[src/rtl/adder8_arbiter.sv]
// Round-robin front end that shares one 8-bit adder among NREQ requesters.
// Each accepted result goes into a single output register, tagged with the requester ID.

module adder8 (
  input  logic [7:0] a,
  input  logic [7:0] b,
  input  logic       cin,
  output logic [7:0] y,
  output logic       cout
);

  // 9-bit ripple sum; bit 8 is the carry out
  always_comb begin
    {cout, y} = {1'b0, a} + {1'b0, b} + {8'd0, cin};
  end

endmodule

module adder8_arbiter #(
  parameter int NREQ = 4,
  parameter int IDW  = 2
) (
  input  logic              clk,
  input  logic              rst_n,
  input  logic [NREQ-1:0]   req_valid,
  output logic [NREQ-1:0]   req_ready,
  input  logic [NREQ*8-1:0] req_a,
  input  logic [NREQ*8-1:0] req_b,
  input  logic [NREQ-1:0]   req_sub,
  output logic              rsp_valid,
  input  logic              rsp_ready,
  output logic [IDW-1:0]    rsp_id,
  output logic [7:0]        rsp_y,
  output logic              rsp_carry
);

  logic [IDW-1:0]  rr_ptr_q, rr_ptr_d;
  logic            rsp_valid_q, rsp_valid_d;
  logic [IDW-1:0]  rsp_id_q, rsp_id_d;
  logic [7:0]      rsp_y_q, rsp_y_d;
  logic            rsp_carry_q, rsp_carry_d;

  logic [NREQ-1:0] grant_s;
  logic [IDW-1:0]  gnt_idx_s;
  logic            found_s;
  logic            can_load_s;
  logic            accept_s;
  logic [7:0]      op_a_s, op_b_s;
  logic            op_sub_s;
  logic [7:0]      sum_y_s;
  logic            sum_c_s;

  // Round-robin scan starting one past the last granted requester
  always_comb begin
    int idx;
    idx       = 0;
    grant_s   = '0;
    gnt_idx_s = '0;
    found_s   = 1'b0;
    for (int k = 1; k <= NREQ; k++) begin
      idx = int'(rr_ptr_q) + k;
      if (idx >= NREQ) begin
        idx = idx - NREQ;
      end else begin
        idx = idx;
      end
      if (!found_s && req_valid[idx]) begin
        grant_s[idx] = 1'b1;
        gnt_idx_s    = IDW'(idx);
        found_s      = 1'b1;
      end else begin
        found_s = found_s;
      end
    end
  end

  // Operand mux; subtraction is a + ~b + 1 with the carry-in supplying the +1
  always_comb begin
    op_a_s   = req_a[8*int'(gnt_idx_s) +: 8];
    op_sub_s = req_sub[gnt_idx_s];
    op_b_s   = req_b[8*int'(gnt_idx_s) +: 8] ^ {8{op_sub_s}};
  end

  adder8 u_adder8 (
    .a    (op_a_s),
    .b    (op_b_s),
    .cin  (op_sub_s),
    .y    (sum_y_s),
    .cout (sum_c_s)
  );

  // Handshake: ready is held low while the block is in reset
  always_comb begin
    can_load_s = !rsp_valid_q || rsp_ready;
    accept_s   = found_s && can_load_s;
    req_ready  = grant_s & {NREQ{can_load_s && rst_n}};
  end

  // Next state of the output stage and the priority pointer
  always_comb begin
    rr_ptr_d    = rr_ptr_q;
    rsp_valid_d = rsp_valid_q;
    rsp_id_d    = rsp_id_q;
    rsp_y_d     = rsp_y_q;
    rsp_carry_d = rsp_carry_q;
    if (accept_s) begin
      rr_ptr_d    = gnt_idx_s;
      rsp_valid_d = 1'b1;
      rsp_id_d    = gnt_idx_s;
      rsp_y_d     = sum_y_s;
      rsp_carry_d = sum_c_s;
    end else if (rsp_ready) begin
      rsp_valid_d = 1'b0;
    end else begin
      rsp_valid_d = rsp_valid_q;
    end
  end

  // State registers; pointer resets to NREQ-1 so requester 0 wins first
  always_ff @(posedge clk or negedge rst_n) begin
    if (!rst_n) begin
      rr_ptr_q    <= IDW'(NREQ - 1);
      rsp_valid_q <= 1'b0;
      rsp_id_q    <= '0;
      rsp_y_q     <= 8'd0;
      rsp_carry_q <= 1'b0;
    end else begin
      rr_ptr_q    <= rr_ptr_d;
      rsp_valid_q <= rsp_valid_d;
      rsp_id_q    <= rsp_id_d;
      rsp_y_q     <= rsp_y_d;
      rsp_carry_q <= rsp_carry_d;
    end
  end

  assign rsp_valid = rsp_valid_q;
  assign rsp_id    = rsp_id_q;
  assign rsp_y     = rsp_y_q;
  assign rsp_carry = rsp_carry_q;

endmodule

[config.mk]
export PLATFORM = sky130hd
export DESIGN_NAME = adder8_arbiter
export DESIGN_NICKNAME = d
export VERILOG_FILES = /design/src/rtl/adder8_arbiter.sv
export SDC_FILE = /design/constraint.sdc
export NUM_CORES = 1
export LEC_CHECK = 0
export BUFFER_PORTS_ARGS = -buffer_cell sky130_fd_sc_hd__buf_2
export CORE_ASPECT_RATIO = 1.1
export CORE_MARGIN = 10
export CORE_UTILIZATION = 45
export CTS_BUF_LIST = sky130_fd_sc_hd__clkbuf_2
export DETAILED_ROUTE_END_ITERATION = 8
export HOLD_SLACK_MARGIN = 0.15
export PLACE_DENSITY = 0.76
export SLEW_MARGIN = 30
export SYNTH_ARGS = -nofsm -noshare
export SYNTH_HDL_FRONTEND = slang
export SYNTH_SLANG_ARGS = --single-unit
[constraint.sdc]
create_clock -name clk -period 5.3 [get_ports clk]
set_input_delay 0.265 -clock clk [delete_from_list [all_inputs] [get_ports clk]]
set_output_delay 0.265 -clock clk [all_outputs]
set_load 0.02 [all_outputs]
==> results of run 1 <==
kinds of logic after synthesis:
family          after synthesis
simple gates                 90
compound gates               77
mux                          41
buf+inv                      28
xor+xnor                     15
fa+ha+maj                    15
flops                        14
timing repair:
item                                    CTS  global route
gates resized for setup                   0             3
endpoints found under the setup margin    0             3
endpoints found under the hold margin    14             0
buffers inserted                          0             2
hold buffers                              1             0
cells in the final DEF (no fill, tap or decap), types with 3 or more instances in the layout:
master / count
a211oi_1: 6
a21o_1: 3
a21oi_1: 17
a221oi_1: 5
a22oi_1: 5
a31oi_1: 3
and3_1: 3
buf_2: 90
buf_4: 7
clkbuf_2: 3
dfrtp_1: 12
ha_1: 13
inv_1: 9
mux2_2: 17
mux2i_1: 19
mux4_2: 5
nand2_1: 27
nand2b_1: 7
nor2_1: 25
nor2b_1: 4
nor3_1: 3
o21a_1: 3
o21ai_0: 17
or3_1: 4
xnor2_1: 7
xor2_1: 8
through the flow:
| step | setup slack [ns] | util (%) | instances | hold WS (ns) |
|---|---|---|---|---|
| 2_1_floorplan | 0.2159 | - | 280 | -0.03059 |
| 3_3_place_gp | 0.3330 | 55.96 | 416 | 0.1864 |
| 3_5_place_dp | 0.1719 | 55.96 | 416 | 0.1855 |
| 4_1_cts | 0.1616 | 56.54 | 421 | 0.2962 |
| 5_1_grt | 0.01002 | 57.04 | 423 | 0.3135 |
| 6_report | 0.3161 | 57.04 | 423 | 0.2925 |
path summary, 6_finish.rpt:
| kind | start | endpoint | slack [ns] | cells past startpoint |
|---|---|---|---|---|
| max | rr_ptr_q[1] | rsp_carry | 0.32 | 17 |
| min | rsp_ready | rsp_valid | 0.29 | 3 |
| max reg2reg | rr_ptr_q[1] | rsp_carry | 0.32 | 17 |
| min reg2reg | rsp_y[4] | rsp_y[4] | 0.49 | 2 |
| max in group asynchronous | rst_n | rr_ptr_q[1] | 4.61 | 2 |
| min in group asynchronous | rst_n | rsp_y[4] | 0.40 | 2 |
final cells by class:
type	count	area (sq um)	area share, %
clock buffers	3	15.01	0.5300
clock inverters	1	3.754	0.1325
inverters	9	33.78	1.193
multi-input cells	238	1819	64.22
flip-flops and latches	14	352.8	12.46
well taps	58	72.57	2.562
repair buffers	100	535.5	18.90
layer usage:
metal  global-route usage [%]  vias up
li1                         -     1204
met1                    17.18     1112
met2                    26.46       71
met3                    3.101        4
met4                    2.880        0
met5                        0        -
registers in the layout, indices dropped and copies added (netlist names):
signal / flops
rsp_y: 8
rr_ptr_q: 2
rsp_carry: 1
rsp_id: 2
rsp_valid: 1
cells in the mapped netlist (4+ instances only):
master and number:
xor2_1 8, or3_1 4, xnor2_1 7, nand2_1 27
a211oi_1 6, o21ai_0 18, inv_1 9, mux2_2 17
mux4_2 5, a21oi_1 17, a22oi_1 5, mux2i_1 19
dfrtp_1 12, nor2_1 25, ha_1 14, buf_2 8
a221oi_1 5, nand2b_1 7, clkbuf_1 8, nor2b_1 4
worst max-delay path, delay by kind of cell, from the launching register on:
kind | cells | cell delay (ns)
AO/OA/AOI/OAI | 9 | 1.51
adder cells (fa/ha/maj) | 2 | 0.97
buffers and inverters | 2 | 0.46
flip-flops | 1 | 0.65
multiplexers | 2 | 0.91
AND/OR/NAND/NOR | 2 | 0.36
==> out/metrics.csv, run 1 <==
stage,metric,value,unit
die,fp.dieH,94.86,um
detailed_routing,drcViolationCount,0,
timing,slew_headroom,54.80,%
timing,fin_crit_sh,94.04,%
timing,clock.fmax,0.2006,GHz
die,pin_count,91,
timing,rsz0062_at_grt,no,
die,rows,27,
critical_path,critPathKind,reg -> reg,
place,finalWeightedCongestion,0.9498,
yosys,synthXorXnorAreaFrac,5.731,%
die,start_util,46.16,%
critical_path,worstSetupEndpointType,flop,
yosys,async_reset_ff_share,100.0,%
die,die-area,0.008352,sq mm
cts,clkLatencyLatePin,0.27,ns
job,cap_violations,0,
yosys,yosys.cell_types.count,56,
yosys,ys_seq_area_share,15.39,%
detailed_routing,drt-pass1-iter-count,4,
yosys,synthCells,280,
cts,cts_tree,yes,
detailed_routing,top_layer,met4,
yosys,synth_simple_gate_area_share,20.03,%
finish,nFillCells,473,
yosys,synth_nets,370,
grt,gr-total-overflow,0,
critical_path,worstPathCellList,inv_1 -> ha_2 -> mux4_2 -> or2_1 -> o21ai_2 -> buf_6 -> mux2_2 -> nor2_1 -> a21oi_1 -> fa_1 -> a21o_1 -> a21o_1 -> a21o_1 -> a21oi_1 -> o21bai_1 -> a21oi_1 -> o21ai_0,
finish,final_cell_area,0.002833,sq mm
detailed_routing,wirelength,6641,um
grt,first_global_vias,2330,
detailed_routing,via_count,2391,
grt,grt_first_pass_wirelength,10380,um
yosys,synth_flop_cell,dfrtp_1,
place,hpwl,5657,um
die,core_area,0.004966,sq mm
detailed_routing,wl_met1,2566,um
timing,hold_violations,0,
place,dpl_cell_area,0.002779,sq mm
critical_path,required,5.45,ns
timing,tightest_slew,0.6686,ns
yosys,yosys_register_bits,14,
critical_path,slowest_delay,0.65,ns
place,portBuffers,90,
detailed_routing,first_iter_violations,124,
detailed_routing,met3_length,464,um
grt,antenna_found_initial,0,
yosys,synth_edf_count,0,
yosys,syn_avg_cell_area,8.186,sq um
cts,cts_max_path_buffers,2,
yosys,yosysTopAreaCell,dfrtp_1,
finish,fin_nets,456,
timing,totalNegativeSetupSlack,0,ns
yosys,synthMuxAreaShare,21.56,%
yosys,syn_area,0.002292,sq mm
finish,areaGrowthSynthToFinish,23.58,%
critical_path,slowest_stage,dfstp_2,
timing,maxSlewViolCount,0,
detailed_routing,wl_met2,3568,um
yosys,yosysWarnings,0,
cts,path_clk_slew,0.14,ns
grt,grt_max_degree,30,
die,die_w,88.05,um
timing,setup_viol,0,
worst_hold_path,hp-class,in -> reg,
critical_path,cp-start-kind,flop,
yosys,yosys-top-cells-area,"dfrtp_1 13%, mux2_2 8.4%, mux2i_1 8.3%, ha_1 7.6%, mux4_2 4.9%",
grt,track_usage,14.60,%
yosys,synth_compound_area_share,23.25,%
yosys,synth_top_family_by_area,compound AO/OA/AOI/OAI gates,
detailed_routing,ant_nets,0,
cts,cts-root-buf,clkbuf_2,
yosys,yosys.area_share.adder,8.515,%
finish,diodes,0,
critical_path,worstPathArrival,5.14,ns
cts,clkSinkCount,14,
detailed_routing,viasPerCell,5.652,
timing,period_needed,4.984,ns
cts,htreeDepth,1,
critical_path,critPathMaxFanout,23,
finish,layout-drive-gt1-share,37.53,%
status,status,finished clean,
yosys,synth_top_area_share,13.10,%
timing,fin_skew,0.001473,ns
detailed_routing,wl_per_cell,15.70,um
cts,cts-buffers-inserted,3,
Power of run 1 is not shown: default switching activity piles up to over one toggle a cycle in this logic, so the estimate is an artifact.
==> run 2: changes to the inputs <==
- CORE_MARGIN: 10 -> unset
- CTS_CLUSTER_DIAMETER: unset -> 150
==> out/metrics.csv, run 2 (synthesis gave the netlist of run 1 again) <==
stage,metric,value,unit,change
worst_hold_path,hold_depth,3,,unchanged
finish,final_common_cell,buf_2,,unchanged
place,dp.cells,412,,was 416
die,fp.dieH,76.86,um,was 94.86 um
worst_hold_path,hp-class,in -> reg,,unchanged
critical_path,critPathBufInv,1,,was 2
grt,grt_max_degree,30,,unchanged
timing,setup_viol,0,,unchanged
finish,utilization,58.95,%,was 57.04%
cts,clkLatencyLatePin,0.29,ns,was 0.27 ns
die,die-area,0.005384,sq mm,was 0.008352 sq mm
timing,slew_headroom,53.83,%,was 54.80%
timing,tightest_slew,0.6830,ns,was 0.6686 ns
detailed_routing,wl_per_cell,15.07,um,was 15.70 um
die,start_util,47.93,%,was 46.16%
critical_path,worstSetupEndpointType,flop,,unchanged
timing,clock.fmax,0.2006,GHz,about the same
critical_path,slowest_delay,0.72,ns,was 0.65 ns
die,pin_count,91,,unchanged
grt,grt_first_pass_wirelength,10140,um,was 10380 um
cts,cts_tree,yes,,unchanged
cts,cts-root-buf,clkbuf_2,,unchanged
worst_hold_path,min_to,rsp_valid,,unchanged
cts,clkSinkCount,14,,unchanged
timing,hold_violations,0,,unchanged
finish,layout-drive-gt1-share,37.47,%,was 37.53%
finish,fin_cells,419,,was 423
critical_path,cpMostUsedCell,a21o_1,,
grt,gr-total-overflow,0,,unchanged
detailed_routing,drcViolationCount,0,,unchanged
place,hpwl,5095,um,was 5657 um
die,rows,26,,was 27
timing,period_needed,4.985,ns,was 4.984 ns
cts,htreeDepth,1,,unchanged
cts,cts_max_path_buffers,2,,unchanged
critical_path,cp_top_family,simple AND/OR/NAND/NOR gates,,was compound AO/OA/AOI/OAI gates
detailed_routing,viasPerCell,5.800,,was 5.652
finish,largest_reg_flops,8,,unchanged
finish,fin_nets,454,,was 456
worst_hold_path,hp-start,rsp_ready,,unchanged
critical_path,required,5.47,ns,was 5.45 ns
detailed_routing,wirelength,6313,um,was 6641 um
detailed_routing,via_count,2430,,was 2391
critical_path,r2r_slack,0.31,ns,was 0.32 ns
die,die_w,70.05,um,was 88.05 um
critical_path,worstPathCellList,buf_4 -> mux4_2 -> nor2b_4 -> or2_1 -> o221ai_1 -> and3_1 -> or3_1 -> xor2_1 -> fa_1 -> a21o_1 -> a21o_1 -> a21o_1 -> a21oi_1 -> o21bai_1 -> a21oi_1 -> o21ai_0,,was inv_1 -> ha_2 -> mux4_2 -> or2_1 -> o21ai_2 -> buf_6 -> mux2_2 -> nor2_1 -> a21oi_1 -> fa_1 -> a21o_1 -> a21o_1 -> a21o_1 -> a21oi_1 -> o21bai_1 -> a21oi_1 -> o21ai_0
finish,diodes,0,,unchanged
timing,fin_skew,0.004503,ns,was 0.001473 ns
finish,areaGrowthSynthToFinish,22.98,%,was 23.58%
critical_path,worstPathArrival,5.15,ns,was 5.14 ns
place,finalWeightedCongestion,0.8921,,was 0.9498
detailed_routing,first_iter_violations,139,,was 124
timing,fin_crit_sh,94.07,%,was 94.04%
timing,whs,0.2845,ns,was 0.2925 ns
critical_path,r2r-end,rsp_carry,,unchanged
grt,track_usage,22.52,%,was 14.60%
grt,first_global_vias,2201,,was 2330
die,core_area,0.004782,sq mm,was 0.004966 sq mm
timing,maxSlewViolCount,0,,unchanged
critical_path,critPathKind,reg -> reg,,unchanged
timing,rsz0062_at_grt,no,,unchanged
grt,antenna_found_initial,0,,unchanged
critical_path,critical_path.startpoint,rr_ptr_q[0],,was rr_ptr_q[1]
finish,final_cell_mix,"90 x buf_2, 27 x nand2_1, 25 x nor2_1",,unchanged
status,status,finished clean,,unchanged
timing,totalNegativeSetupSlack,0,ns,unchanged
critical_path,critPathMaxFanout,22,,was 23
detailed_routing,ant_nets,0,,unchanged
critical_path,reg2reg_depth,16,,was 17
cts,cts-buffers-inserted,3,,unchanged
cts,path_clk_slew,0.15,ns,was 0.14 ns
critical_path,r2r_start,rr_ptr_q[0],,was rr_ptr_q[1]
critical_path,slowest_stage,mux4_2,,was dfstp_2
critical_path,cp-start-kind,flop,,unchanged
place,portBuffers,90,,unchanged
job,cap_violations,0,,unchanged
detailed_routing,drt-pass1-iter-count,5,,was 4
-- run 2: worst max-delay path by stage --
stage,slack [ns],to,cells after the start
after detailed placement,0.17,rsp_carry,17
after global routing,0.04,rsp_carry,16
after CTS,0.14,rsp_carry,17
after floorplan,0.22,rsp_carry,22
final,0.31,rsp_carry,16
after global placement,0.30,rsp_carry,17
-- run 2: layout make-up --
| cell class | count | area [sq um] |
|---|---|---|
| multi-input combinational | 238 | 1829 |
| tap | 56 | 70.07 |
| timing repair buffer | 98 | 513.0 |
| inverter | 9 | 33.78 |
| sequential | 14 | 352.8 |
| clock buffer | 4 | 20.02 |
| fill | 447 | 1963 |
-- run 2: worst min-delay path: stages --
cell and delay (ns):
buf_2 0.07, nand2b_1 0.15, nand2_1 0.07
-- run 2: metrics by stage --
step	instance area [sq um]	setup WS, ns
5_1_grt	2819	0.03883
6_report	2819	0.3145
2_1_floorplan	2292	0.2159
3_3_place_gp	2761	0.3022
3_5_place_dp	2761	0.1668
4_1_cts	2791	0.1396
-- run 2: what timing repair did --
action | in CTS | in global routing
hold buffers | 1 | 0
setup endpoints to repair | 0 | 3
resized for setup | 0 | 2
buffers inserted | 0 | 2
hold endpoints to repair | 14 | 0
-- run 2: metal layers --
metal,track usage (%),share of wire (%),vias to the layer above
met2,40.38,52,62
met1,29.31,44,1152
met5,0,0,-
met4,4.400,1.5,0
li1,-,-,1204
met3,1.840,3.0,12
Power of run 2 is left out for the same reason.
